`config.mk`:
```
export PLATFORM = sky130hd
export DESIGN_NAME = matmul_launch_ctrl
export DESIGN_NICKNAME = d
export VERILOG_FILES = /design/src/rtl/matmul_ctrl_pkg.sv /design/src/rtl/matmul_job_fifo.sv /design/src/rtl/matmul_launch_ctrl.sv
export SDC_FILE = /design/constraint.sdc
export NUM_CORES = 1
export LEC_CHECK = 0
export CAP_MARGIN = 20
export CORE_ASPECT_RATIO = 1.75
export CORE_MARGIN = 4
export CORE_UTILIZATION = 46
export CTS_CLUSTER_SIZE = 10
export DETAILED_ROUTE_END_ITERATION = 10
export PLACE_DENSITY = 0.65
export SLEW_MARGIN = 20
export SYNTH_ARGS = -nofsm -noshare
export SYNTH_HDL_FRONTEND = slang
export SYNTH_HIERARCHICAL = 1
export SYNTH_SLANG_ARGS = --single-unit
export TNS_END_PERCENT = 50
```
`constraint.sdc`:
```
create_clock -name clk_clk -period 11.9 [get_ports clk_clk]
set_clock_uncertainty 0.05 [all_clocks]
set_input_delay 1.785 -clock clk_clk [delete_from_list [all_inputs] [get_ports clk_clk]]
set_output_delay 1.785 -clock clk_clk [all_outputs]
set_load 0.01 [all_outputs]
```
`src/rtl/matmul_ctrl_pkg.sv`:
```
// Shared constants and types for the matmul launch controller.
// Holds the register map, the CTRL/STATUS bit positions, the ID word and the job record.
package matmul_ctrl_pkg;

  localparam logic [3:0] REG_ID         = 4'd0;
  localparam logic [3:0] REG_CTRL       = 4'd1;
  localparam logic [3:0] REG_STATUS     = 4'd2;
  localparam logic [3:0] REG_JOB_PUSH   = 4'd3;
  localparam logic [3:0] REG_DONE_COUNT = 4'd4;
  localparam logic [3:0] REG_LAST_DONE  = 4'd5;

  localparam int CTRL_ENABLE_BIT = 0;
  localparam int CTRL_FLUSH_BIT  = 1;
  localparam int CTRL_SRST_LSB   = 8;

  localparam int STATUS_COUNT_LSB = 0;
  localparam int STATUS_BUSY_LSB  = 8;
  localparam int STATUS_FULL_BIT  = 16;
  localparam int STATUS_EMPTY_BIT = 17;
  localparam int STATUS_OVF_BIT   = 18;

  localparam logic [31:0] ID_MAGIC = 32'h4D4D_0002;

  // The tag sits in the upper half so a JOB_PUSH write maps onto the struct directly.
  typedef struct packed {
    logic [31:0] tag;
    logic [31:0] arg;
  } job_t;

endpackage

```
`src/rtl/matmul_job_fifo.sv`:
```
// Job queue: DEPTH entries of job_t with a synchronous flush and an occupancy count.
// A push into a full queue is accepted when a pop happens in the same cycle.
module matmul_job_fifo
  import matmul_ctrl_pkg::*;
#(
  parameter int DEPTH = 8,
  localparam int AW = $clog2(DEPTH)
) (
  input  logic        clk_i,
  input  logic        rst_ni,
  input  logic        flush_i,
  input  logic        push_i,
  input  job_t        push_data_i,
  input  logic        pop_i,
  output job_t        pop_data_o,
  output logic        full_o,
  output logic        empty_o,
  output logic [AW:0] count_o
);

  job_t          mem_q [DEPTH];
  logic [AW-1:0] wr_ptr_q, rd_ptr_q;
  logic [AW:0]   count_q;
  logic          do_push, do_pop;

  assign full_o     = (count_q == (AW+1)'(DEPTH));
  assign empty_o    = (count_q == '0);
  assign count_o    = count_q;
  assign pop_data_o = mem_q[rd_ptr_q];

  assign do_pop  = pop_i && !empty_o && !flush_i;
  assign do_push = push_i && !flush_i && (!full_o || do_pop);

  always_ff @(posedge clk_i or negedge rst_ni) begin
    if (!rst_ni) begin
      wr_ptr_q <= '0;
      rd_ptr_q <= '0;
      count_q  <= '0;
    end else if (flush_i) begin
      wr_ptr_q <= '0;
      rd_ptr_q <= '0;
      count_q  <= '0;
    end else begin
      if (do_push) wr_ptr_q <= wr_ptr_q + AW'(1);
      if (do_pop)  rd_ptr_q <= rd_ptr_q + AW'(1);
      case ({do_push, do_pop})
        2'b10:   count_q <= count_q + (AW+1)'(1);
        2'b01:   count_q <= count_q - (AW+1)'(1);
        default: count_q <= count_q;
      endcase
    end
  end

  always_ff @(posedge clk_i) begin
    if (do_push) mem_q[wr_ptr_q] <= push_data_i;
  end

endmodule

```
`src/rtl/matmul_launch_ctrl.sv`:
```
// MMIO-programmed launcher: queues jobs and dispatches them round-robin to matmul engines,
// tracking per-engine busy state, completions and soft resets.
module matmul_launch_ctrl
  import matmul_ctrl_pkg::*;
#(
  parameter int NUM_UNITS = 4,
  parameter int QDEPTH    = 8
) (
  input  logic                    clk_clk,
  input  logic                    reset_reset_n,
  input  logic [3:0]              avmm_mmio_address,
  input  logic [63:0]             avmm_mmio_writedata,
  input  logic [7:0]              avmm_mmio_byteenable,
  input  logic                    avmm_mmio_write,
  input  logic                    avmm_mmio_read,
  output logic [63:0]             avmm_mmio_readdata,
  output logic                    avmm_mmio_readdatavalid,
  output logic                    avmm_mmio_waitrequest,
  output logic [NUM_UNITS-1:0]    unit_start,
  output logic [32*NUM_UNITS-1:0] unit_arg,
  input  logic [NUM_UNITS-1:0]    unit_ready,
  input  logic [NUM_UNITS-1:0]    unit_done,
  output logic [NUM_UNITS-1:0]    unit_reset
);

  localparam int CW = $clog2(QDEPTH) + 1;
  localparam int IW = (NUM_UNITS > 1) ? $clog2(NUM_UNITS) : 1;

  logic                 wr_ok, ctrl_wr, flush, push, dispatch;
  logic                 ovf_set, ovf_clr, cnt_clr, grant_found;
  logic [NUM_UNITS-1:0] srst, free, done_acc, grant;
  logic [IW-1:0]        grant_idx, done_idx;
  logic [31:0]          done_n;
  job_t                 head_job;
  logic                 fifo_full, fifo_empty;
  logic [CW-1:0]        fifo_count;

  logic                 enable_q, enable_d, ovf_q, ovf_d, rvalid_q;
  logic [NUM_UNITS-1:0] busy_q, busy_d, start_q, ureset_q;
  logic [IW-1:0]        rr_q, rr_d;
  logic [31:0]          done_cnt_q, done_cnt_d;
  logic [63:0]          last_done_q, last_done_d, rdata_q, rdata_d;
  logic [31:0]          arg_q [NUM_UNITS];
  logic [31:0]          arg_d [NUM_UNITS];
  logic [31:0]          tag_q [NUM_UNITS];
  logic [31:0]          tag_d [NUM_UNITS];

  assign wr_ok    = avmm_mmio_write && (avmm_mmio_byteenable == 8'hFF);
  assign ctrl_wr  = wr_ok && (avmm_mmio_address == REG_CTRL);
  assign flush    = ctrl_wr && avmm_mmio_writedata[CTRL_FLUSH_BIT];
  assign srst     = ctrl_wr ? avmm_mmio_writedata[CTRL_SRST_LSB +: NUM_UNITS] : '0;
  assign push     = wr_ok && (avmm_mmio_address == REG_JOB_PUSH);
  assign cnt_clr  = wr_ok && (avmm_mmio_address == REG_DONE_COUNT);
  assign ovf_clr  = wr_ok && (avmm_mmio_address == REG_STATUS)
                    && avmm_mmio_writedata[STATUS_OVF_BIT];

  // Handshake: an engine takes a job on a unit_start pulse only while its unit_ready is high and
  // it is not already busy; it hands completion back with a single unit_done pulse.
  // An engine being soft-reset this cycle is neither free nor able to complete.
  assign free     = unit_ready & ~busy_q & ~srst;
  assign done_acc = unit_done & busy_q & ~srst;

  always_comb begin
    grant_found = 1'b0;
    grant_idx   = '0;
    for (int k = 0; k < NUM_UNITS; k++) begin
      if (!grant_found && free[(int'(rr_q) + k) % NUM_UNITS]) begin
        grant_found = 1'b1;
        grant_idx   = IW'((int'(rr_q) + k) % NUM_UNITS);
      end
    end
  end

  assign dispatch = enable_q && !fifo_empty && grant_found && !flush;
  assign ovf_set  = push && fifo_full && !dispatch && !flush;

  always_comb begin
    grant = '0;
    for (int i = 0; i < NUM_UNITS; i++) grant[i] = dispatch && (grant_idx == IW'(i));
  end

  // Walk downwards so the lowest accepted index is the one recorded.
  always_comb begin
    done_n   = '0;
    done_idx = '0;
    for (int i = NUM_UNITS - 1; i >= 0; i--) begin
      if (done_acc[i]) begin
        done_n   = done_n + 32'd1;
        done_idx = IW'(i);
      end
    end
  end

  always_comb begin
    enable_d = enable_q;
    if (ctrl_wr) enable_d = avmm_mmio_writedata[CTRL_ENABLE_BIT];
    ovf_d = ovf_q;
    if (ovf_set)      ovf_d = 1'b1;
    else if (ovf_clr) ovf_d = 1'b0;
    busy_d      = (busy_q & ~done_acc & ~srst) | grant;
    rr_d        = dispatch ? IW'((int'(grant_idx) + 1) % NUM_UNITS) : rr_q;
    done_cnt_d  = cnt_clr ? done_n : done_cnt_q + done_n;
    last_done_d = last_done_q;
    if (|done_acc) last_done_d = {29'b0, 3'(done_idx), tag_q[done_idx]};
    arg_d = arg_q;
    tag_d = tag_q;
    if (dispatch) begin
      arg_d[grant_idx] = head_job.arg;
      tag_d[grant_idx] = head_job.tag;
    end
  end

  always_comb begin
    rdata_d = '0;
    case (avmm_mmio_address)
      REG_ID:         rdata_d = {ID_MAGIC, 16'(NUM_UNITS), 16'(QDEPTH)};
      REG_CTRL:       rdata_d[CTRL_ENABLE_BIT] = enable_q;
      REG_STATUS: begin
        rdata_d[STATUS_COUNT_LSB +: 7] = 7'(fifo_count);
        rdata_d[STATUS_BUSY_LSB +: 8]  = 8'(busy_q);
        rdata_d[STATUS_FULL_BIT]       = fifo_full;
        rdata_d[STATUS_EMPTY_BIT]      = fifo_empty;
        rdata_d[STATUS_OVF_BIT]        = ovf_q;
      end
      REG_DONE_COUNT: rdata_d[31:0] = done_cnt_q;
      REG_LAST_DONE:  rdata_d = last_done_q;
      default:        rdata_d = '0;
    endcase
  end

  always_ff @(posedge clk_clk or negedge reset_reset_n) begin
    if (!reset_reset_n) begin
      enable_q    <= 1'b0;
      ovf_q       <= 1'b0;
      busy_q      <= '0;
      rr_q        <= '0;
      done_cnt_q  <= '0;
      last_done_q <= '0;
      start_q     <= '0;
      ureset_q    <= '0;
      rdata_q     <= '0;
      rvalid_q    <= 1'b0;
      for (int i = 0; i < NUM_UNITS; i++) begin
        arg_q[i] <= '0;
        tag_q[i] <= '0;
      end
    end else begin
      enable_q    <= enable_d;
      ovf_q       <= ovf_d;
      busy_q      <= busy_d;
      rr_q        <= rr_d;
      done_cnt_q  <= done_cnt_d;
      last_done_q <= last_done_d;
      start_q     <= grant;
      ureset_q    <= srst;
      rdata_q     <= avmm_mmio_read ? rdata_d : '0;
      rvalid_q    <= avmm_mmio_read;
      arg_q       <= arg_d;
      tag_q       <= tag_d;
    end
  end

  matmul_job_fifo #(.DEPTH(QDEPTH)) u_fifo (
    .clk_i       (clk_clk),
    .rst_ni      (reset_reset_n),
    .flush_i     (flush),
    .push_i      (push),
    .push_data_i (job_t'(avmm_mmio_writedata)),
    .pop_i       (dispatch),
    .pop_data_o  (head_job),
    .full_o      (fifo_full),
    .empty_o     (fifo_empty),
    .count_o     (fifo_count)
  );

  always_comb begin
    for (int i = 0; i < NUM_UNITS; i++) unit_arg[32*i +: 32] = arg_q[i];
  end

  assign unit_start              = start_q;
  assign unit_reset              = ureset_q;
  assign avmm_mmio_readdata      = rdata_q;
  assign avmm_mmio_readdatavalid = rvalid_q;
  assign avmm_mmio_waitrequest   = 1'b0;

endmodule

```
# After elaboration in Yosys (flattened, before gate mapping)

Memory sizes are Yosys's and may differ from the RTL's.
Cells that the tools add are included.

Register bits after elaboration: 413
Latch bits: 0
RAM bits: 512
ROM bits: 0
Memories kept: 1

Memory list:

| name         | words | width | rd ports | clocked after memory_dff | wr ports | RTL line              | RTL |
|---|---|---|---|---|---|---|---|
| u_fifo.mem_q | 8     | 64    | 1        | 0                        | 1        | matmul_job_fifo.sv:21 | `job_t mem_q [DEPTH];` |

Add/sub/neg operators: 12
$mul: 0
Divide/modulo/power cells: 0
Magnitude comparators: 7
Equality and inequality tests: 12
Shift-type cells: 0
Multiplexer cells: 53
Bitwise logic cells: 15
Reductions and logical operators: 44

Operators with widths:

| operator                                           | number |
|---|---|
| bitwise mux 128 bit                                | 2 |
| two-way mux 32 bit                                 | 7 |
| adder 32 x 1 -> 32 bit, second input constant      | 3 |
| binary-select mux 32 bit (select 2 bit)            | 1 |
| demux 32 bit (select 2 bit)                        | 1 |
| two-way mux 64 bit                                 | 1 |
| case mux 31 bit (2 select lines)                   | 1 |
| case mux 11 bit (4 select lines)                   | 1 |
| adder 32 bit                                       | 1 |
| case mux 13 bit (2 select lines)                   | 1 |
| logical AND 1 bit                                  | 25 |
| AND 4 bit                                          | 6 |
| case mux 6 bit (4 select lines)                    | 1 |
| two-way mux 1 bit                                  | 16 |
| two-way mux 2 bit                                  | 8 |
| < comparator 3 x 4 -> 1 bit, second input constant | 3 |
| two-way mux 3 bit                                  | 4 |
| inverter 4 bit                                     | 3 |
| binary-select mux 1 bit (select 2 bit)             | 4 |
| == test 4 x 2 -> 1 bit, second input constant      | 2 |
| == test 4 x 3 -> 1 bit, second input constant      | 2 |
| == test 8 bit, second input constant               | 1 |
| logical NOT 4 bit                                  | 2 |
| two-way mux 4 bit                                  | 2 |
| 25 further kinds                                   | 45 |

# Logic depth before layout (Yosys ltp)

Depth after elaboration: 27
Gate-level depth with buffers: 21
Gate-level depth less buffers: 18

# Hierarchy

Netlist, hierarchy kept.

Modules (own cells, without submodules):

| module             | instances | cells each | area an instance (um2) | seq. area each (um2) |
|---|---|---|---|---|
| matmul_job_fifo    | 1         | 817        | 19881.6                | 15625.0 |
| matmul_launch_ctrl | 1         | 1315       | 16618.4                | 9359.0 |

# Worst setup path after synthesis

No wires, ideal clock.

Path kind: input-to-reg
Start point: input avmm_mmio_address[3]
End point: memory u_fifo/mem_q[0][0] in the netlist's numbering, enable pin
Setup time: 0.666 ns
Data arrival time: 10.336 ns
Data required time: 11.184 ns
Setup slack: 0.848 ns
Stages on the path: 10
Buffers on the path: 3
Cells stage by stage: clkbuf_1 or4b_1 buf_2 nor4_2 nor3b_1 o31ai_1 inv_1 buf_2 o21ai_4 nor4b_1

Longest elaborated chain between the ends: 25

Ends and longest elaborated chain:

| what                                        | RTL line                 | RTL |
|---|---|---|
| from (decl)                                 | matmul_launch_ctrl.sv:11 | `input logic [3:0] avmm_mmio_address,` |
| == test 4 x 1 -> 1 bit (*)                  | matmul_launch_ctrl.sv:49 | `assign ctrl_wr = wr_ok && (avmm_mmio_address == REG_CTRL);` |
| logical AND 1 bit (*)                       | matmul_launch_ctrl.sv:49 |  |
| two-way mux 4 bit                           | matmul_launch_ctrl.sv:51 | `assign srst = ctrl_wr ? avmm_mmio_writedata[CTRL_SRST_LSB +: NUM_UNITS] : '0;` |
| inverter 4 bit                              | matmul_launch_ctrl.sv:60 | `assign free = unit_ready & ~busy_q & ~srst;` |
| AND 4 bit                                   | matmul_launch_ctrl.sv:60 |  |
| binary-select mux 1 bit (select 2 bit)      | matmul_launch_ctrl.sv:67 | `if (!grant_found && free[(int'(rr_q) + k) % NUM_UNITS]) begin` |
| two-way mux 1 bit (not written as such)     | matmul_launch_ctrl.sv:67 |  |
| two-way mux 1 bit                           | matmul_launch_ctrl.sv:67 |  |
| [9 not listed]                              | --                       |  |
| logical AND 1 bit                           | matmul_launch_ctrl.sv:74 | `assign dispatch = enable_q && !fifo_empty && grant_found && !flush;` |
| logical AND 1 bit (*)                       | matmul_launch_ctrl.sv:74 |  |
| via dispatch                                | matmul_launch_ctrl.sv:29 | `logic wr_ok, ctrl_wr, flush, push, dispatch;` |
| logical AND 1 bit (*) (2 in a row)          | matmul_job_fifo.sv:31    | `assign do_pop = pop_i && !empty_o && !flush_i;` |
| logical OR 1 bit (*)                        | matmul_job_fifo.sv:32    | `assign do_push = push_i && !flush_i && (!full_o \|\| do_pop);` |
| logical AND 1 bit (*)                       | matmul_job_fifo.sv:32    |  |
| two-way mux 1 bit (*)                       | matmul_job_fifo.sv:55    | `if (do_push) mem_q[wr_ptr_q] <= push_data_i;` |
| two-way mux 1 bit (not written as such) (*) | matmul_job_fifo.sv:55    |  |
| to (decl)                                   | matmul_job_fifo.sv:21    |  |

Mark *: on every way through the listed nets, which the timed path passes. The rest lies on a longest branch. The select of a mux whose other input is x is not followed.

# Worst setup path in the final report

Start point: input avmm_mmio_address[3]
End point: register done_cnt_q[24]

Longest elaborated chain between the ends: 14

Ends and longest elaborated chain:

| what                   | RTL line                  | RTL |
|---|---|---|
| == test 4 x 1 -> 1 bit | matmul_launch_ctrl.sv:49  |  |
| logical AND 1 bit      | matmul_launch_ctrl.sv:49  |  |
| two-way mux 4 bit      | matmul_launch_ctrl.sv:51  |  |
| inverter 4 bit         | matmul_launch_ctrl.sv:61  | `assign done_acc = unit_done & busy_q & ~srst;` |
| AND 4 bit              | matmul_launch_ctrl.sv:61  |  |
| two-way mux 1 bit      | matmul_launch_ctrl.sv:87  | `if (done_acc[i]) begin` |
| adder 32 x 1 -> 32 bit | matmul_launch_ctrl.sv:88  | `done_n = done_n + 32'd1;` |
| two-way mux 32 bit     | matmul_launch_ctrl.sv:87  |  |
| adder 32 x 1 -> 32 bit | matmul_launch_ctrl.sv:88  |  |
| two-way mux 32 bit     | matmul_launch_ctrl.sv:87  |  |
| adder 32 x 1 -> 32 bit | matmul_launch_ctrl.sv:88  |  |
| two-way mux 32 bit     | matmul_launch_ctrl.sv:87  |  |
| adder 32 bit           | matmul_launch_ctrl.sv:102 | `done_cnt_d = cnt_clr ? done_n : done_cnt_q + done_n;` |
| two-way mux 32 bit (*) | matmul_launch_ctrl.sv:102 |  |
| via done_cnt_d[24]     | matmul_launch_ctrl.sv:41  | `logic [31:0] done_cnt_q, done_cnt_d;` |
| to (signal assigned)   | matmul_launch_ctrl.sv:152 | `done_cnt_q <= done_cnt_d;` |
| to (decl)              | matmul_launch_ctrl.sv:41  |  |

Mark *: on every way through the listed nets, which the timed path passes. The rest lies on a longest branch.
A chain may end at the register's enable or synchronous reset.

==> run summary <==
The worst hold path belongs to the class register to register. After clock tree synthesis, the clock-pin slew on the worst setup and hold paths is 0.05 ns. The final clock period utilization by the worst path is 0.571, and the pin count of the biggest net entering global routing is 157.

The final number of max-transition violations is 0, and the net switching power is 1.35 mW. The critical path arrival is 7.34 ns. By instance count, the leading cell after synthesis is sky130_fd_sc_hd__edfxtp_1.

The vertical die dimension was 381 µm. After detailed routing, the total wire length is 87.8 mm. The run gives 11 as the initial antenna violation count. The number of global-route vias before repair was 22,200. The total overflow left after global routing is 0. Relative to the synthesized area, the layout overhead comes to 17.9%.

The number of input and output port buffers inserted came out at 266. Combinational cell fraction of total power: 0.030. The met3 layer wire length in the routed design is 4.83 mm, and the internal power summed over all cells is 5.01 mW. Across the whole layout, storage elements account for 25,000 µm².

Setup repair after global routing left no endpoint under its margin. STA classifies the critical path startpoint as an input pin. The tool flagged a number of max-cap violations equal to 0. The logs give 1,739 for the detailed router's first-iteration violation count and 6.36 mW for the total power.

For the sequential group share of total power, the log shows 0.532. The run finished with clean final reports. Synthesis produced a netlist whose cell count is 2,132. Timing-limited maximum frequency: 147 MHz.

The signal on the critical path passes through clkdlybuf4s50_1 -> or4b_1 -> nor4_1 -> nand2_1 -> nand3_1 -> ha_1 -> buf_4 -> o21ai_1 -> ha_1 -> nand3b_1 -> o31a_1 -> inv_2 -> fa_1 -> nor2b_1 -> o21a_1 -> nor2_1 -> or4_1 -> a21oi_1. The minimum clock period is 6.80 ns, and the number of buffers inserted for hold repair after clock tree synthesis is 0. In this run the horizontal extent of the chip is 221 µm. The class of the most critical setup path is input pin to register.

The run gives 0.438 as the relative contribution of the clock network to total power. The detailed router placed 20,200 vias in this run. Sorting the synthesized cells by area gives the leading types as sky130_fd_sc_hd__edfxtp_1, sky130_fd_sc_hd__dfrtp_1, sky130_fd_sc_hd__mux2_1, sky130_fd_sc_hd__mux4_2, sky130_fd_sc_hd__mux2_2. The uppermost layer routed was met5. The floorplan step defined a die boundary enclosing 84,100 µm². After synthesis the netlist holds a flip-flop and latch count of 896.

The dominant delay contributor by cell family on the critical path is simple AND/OR/NAND/NOR gates. The worst supply voltage drop on vdd was 112 µV. In this run the worst path has a maximum fanout of 37. For this run, design rule violations remaining after detail routing come to 0.

The routability congestion estimate from global placement is 0.881. The cell sitting at the root of the clock tree is a sky130_fd_sc_hd__clkbuf_16. The total track usage was 0.210; the fraction of layout instances using a drive strength above 1 was 0.156. Number of top-level pins: 290.

The estimated wirelength of the detail-placed design came out at 53.7 mm. The wire length per cell is 25.0 µm, and the amount of wire on met2 after detailed routing is 46.1 mm. The H-tree depth was 3; the largest incremental delay on the critical path was 0.77 ns. The longest clock path from root to sink contains 3 buffers. The commonest cells after synthesis are sky130_fd_sc_hd__edfxtp_1, sky130_fd_sc_hd__dfrtp_1, sky130_fd_sc_hd__mux2_1, sky130_fd_sc_hd__mux4_2, sky130_fd_sc_hd__nor2_1.

Mean instance size in the synthesized netlist: 17.1 µm². The number of placement rows came out at 136. For this design the static power due to leakage is 16.5 nW. Together, buffers and inverters on the worst path number 3. The run gives 36,500 µm² as the post-synthesis cell area.

Global-route wire length before repair: 136 mm. Summed over all instances, the cell type with the most area after synthesis is sky130_fd_sc_hd__edfxtp_1. The final-stage net count is 2,520. The placeable core region is 78,600 µm², and the count of different cell masters after synthesis is 78.

The tools report the count of final setup violators as 0. The tools report the required time at the worst-slack endpoint as 12.44 ns. Net switching fraction of the power: 0.212. The share of the synthesized area in the top cell type is 0.421, and the sequential cell area fraction in the yosys report is 0.684. The tools report the effective utilization at floorplan as 0.464. In the synthesized netlist the dominant register cell turns out to be sky130_fd_sc_hd__edfxtp_1.

For the multi-input logic area, the log shows 10,600 µm². TritonCTS built the clock tree. For this design the ratio of total power to cell area is 148 nW/µm². The number of hold violations in the final report was 0; the ratio of routed vias to standard cells was 5.75. The tools report the synthesis warning total as 6. The cell type with the highest occurrence count on the critical path is sky130_fd_sc_hd__ha_1. The number of buffers created by CTS was 100; the number of sinks driven by the clock tree was 896. The logs give 0 for the count of antenna-violating nets left after detailed routing and 6,268 for the fill cell total of the finished layout. The count of flip-flops with a built-in enable after synthesis is 512, and the relative slew slack is 0.267. Endpoint class of the critical path: a register.

In the final routing, the length of wire on met1 measures 33.9 mm. The later pin in the worst-skew pair is clocked with a latency of 0.68 ns. The detailed-routing iteration count for the pre-antenna-repair pass came out at 7. Once the clock tree was built, the setup fixing pass inserted 0 buffers.

The post-cts sizing count was 0; the transition at the pin with the smallest max-transition slack was 1.10 ns. The proportion of register bits with asynchronous set or reset after synthesis works out to 0.429. The slowest stage of the critical path is the sky130_fd_sc_hd__or4b_1 cell. In the final timing run, aggregate negative setup slack is 0 ns.
==> cell usage in the layout (no fill, tap or decap), types with 5 or more instances in the layout <==
cell / Yosys / routed
sky130_fd_sc_hd__inv_2: 5 / 5
sky130_fd_sc_hd__o21ai_0: 12 / 12
sky130_fd_sc_hd__nor3_1: 9 / 6
sky130_fd_sc_hd__a211oi_1: 7 / 7
sky130_fd_sc_hd__nand3_1: 52 / 52
sky130_fd_sc_hd__edfxtp_1: 512 / 512
sky130_fd_sc_hd__nor2_1: 83 / 80
sky130_fd_sc_hd__dfrtp_1: 384 / 381
sky130_fd_sc_hd__a22oi_1: 10 / 10
sky130_fd_sc_hd__or3_1: 8 / 8
sky130_fd_sc_hd__a22o_1: 14 / 14
sky130_fd_sc_hd__ha_1: 18 / 17
sky130_fd_sc_hd__mux2_2: 66 / 66
sky130_fd_sc_hd__nand4_1: 6 / 6
sky130_fd_sc_hd__inv_1: 57 / 57
sky130_fd_sc_hd__nand3b_1: 5 / 5
sky130_fd_sc_hd__and2_1: 11 / 10
sky130_fd_sc_hd__o31ai_1: 11 / 11
sky130_fd_sc_hd__clkbuf_1: 52 / 66
sky130_fd_sc_hd__mux4_2: 128 / 128
sky130_fd_sc_hd__a32oi_1: 33 / 33
sky130_fd_sc_hd__conb_1: 1 / 24
sky130_fd_sc_hd__a222oi_1: 8 / 8
sky130_fd_sc_hd__o21ai_1: 37 / 36
sky130_fd_sc_hd__mux2i_1: 39 / 39
sky130_fd_sc_hd__mux2_1: 259 / 259
sky130_fd_sc_hd__nand2_1: 34 / 33
sky130_fd_sc_hd__xnor2_1: 9 / 9
sky130_fd_sc_hd__a21oi_1: 25 / 24
sky130_fd_sc_hd__o211ai_1: 36 / 36
sky130_fd_sc_hd__and3_1: 5 / 5
sky130_fd_sc_hd__or4_1: 12 / 12
sky130_fd_sc_hd__clkdlybuf4s50_1: 0 / 265
sky130_fd_sc_hd__clkbuf_16: 0 / 103
sky130_fd_sc_hd__buf_4: 37 / 40
sky130_fd_sc_hd__xor2_1: 7 / 7
==> worst paths after layout <==
check	start	end	slack (ns)	depth (start not counted)
max	avmm_mmio_address[3]	done_cnt_q[24]$_DFF_PN0_	5.10	18
min	tag_q[100]$_DFFE_PN0P_	tag_q[100]$_DFFE_PN0P_	0.44	1
max reg2reg	busy_q[2]$_DFF_PN0_	u_fifo/mem_q[3][39]$_DFFE_PP_	7.36	7
min reg2reg	tag_q[100]$_DFFE_PN0P_	tag_q[100]$_DFFE_PN0P_	0.44	1
max in group asynchronous	reset_reset_n	u_fifo/rd_ptr_q[2]$_DFFE_PN0P_	8.47	3
min in group asynchronous	reset_reset_n	tag_q[74]$_DFFE_PN0P_	1.09	1
==> flip-flops by register name, summed over array words and instances (netlist names) <==
| register | cells |
|---|---|
| u_fifo/mem_q | 512 |
| tag_q | 128 |
| unit_arg | 128 |
| avmm_mmio_readdata | 35 |
| last_done_q | 34 |
| done_cnt_q | 32 |
| busy_q | 4 |
| u_fifo/count_o | 4 |
| unit_reset | 4 |
| unit_start | 4 |
| u_fifo/rd_ptr_q | 3 |
| u_fifo/wr_ptr_q | 3 |
| rr_q | 2 |
| avmm_mmio_readdatavalid | 1 |
| enable_q | 1 |
| ovf_q | 1 |
==> metrics by stage <==
stage / area [µm²] / util / setup slack [ns] / hold slack, ns / cells
final: 43000 / 0.548 / 5.10 / 0.436 / 3520
after floorplan: 36600 / - / 0.848 / 0.400 / 2155
after global routing: 43000 / 0.548 / 4.78 / 0.444 / 3519
after global placement: 40100 / 0.510 / 4.64 / 0.420 / 3344
after detailed placement: 40100 / 0.510 / 4.50 / 0.428 / 3344
after CTS: 43000 / 0.547 / 5.21 / 0.440 / 3518
==> layout make-up <==
cell class / count / area share
sequential: 896 / 0.581
clock buffer: 170 / 0.0659
clock inverter: 4 / 0.00148
timing repair buffer: 308 / 0.0700
antenna: 1 / 0.0000581
multi-input combinational: 1044 / 0.246
tap: 1035 / 0.0301
inverter: 62 / 0.00541
==> metal layers <==
metal	vias to the layer above	track usage
li1	8734	-
met4	10	0.0825
met1	10700	0.249
met5	-	0
met3	171	0.0439
met2	651	0.374
==> power by group through the flow <==
stage               clock (mW)  sequential (mW)  combinational, mW
floorplan                    0             3.42             0.0910
global placement             0             3.44              0.185
detailed placement           0             3.44              0.191
CTS                       2.86             3.38              0.193
global route              3.00             3.38              0.217
finish                    2.78             3.38              0.193
==> worst register-to-register path, stage by stage (launching register included) <==
cell	delay (ns)
sky130_fd_sc_hd__dfrtp_1	0.47
sky130_fd_sc_hd__nand2b_1	0.28
sky130_fd_sc_hd__o22ai_1	0.79
sky130_fd_sc_hd__o31ai_1	0.28
sky130_fd_sc_hd__inv_1	0.34
sky130_fd_sc_hd__o211ai_1	0.39
sky130_fd_sc_hd__nor2_4	0.62
sky130_fd_sc_hd__buf_4	0.82
==> cell families (layout without fill, tap and decap cells) <==
logic type / Yosys count / in the layout / synth area share
flops: 896 / 896 / 0.684
mux: 492 / 492 / 0.190
simple gates: 262 / 262 / 0.0371
compound gates: 230 / 230 / 0.0468
buf+inv: 215 / 544 / 0.0305
fa+ha+maj: 20 / 20 / 0.00727
xor+xnor: 16 / 16 / 0.00384
other cells: 1 / 25 / 0.000103
No activity file was read; power rests on OpenSTA's default activity.
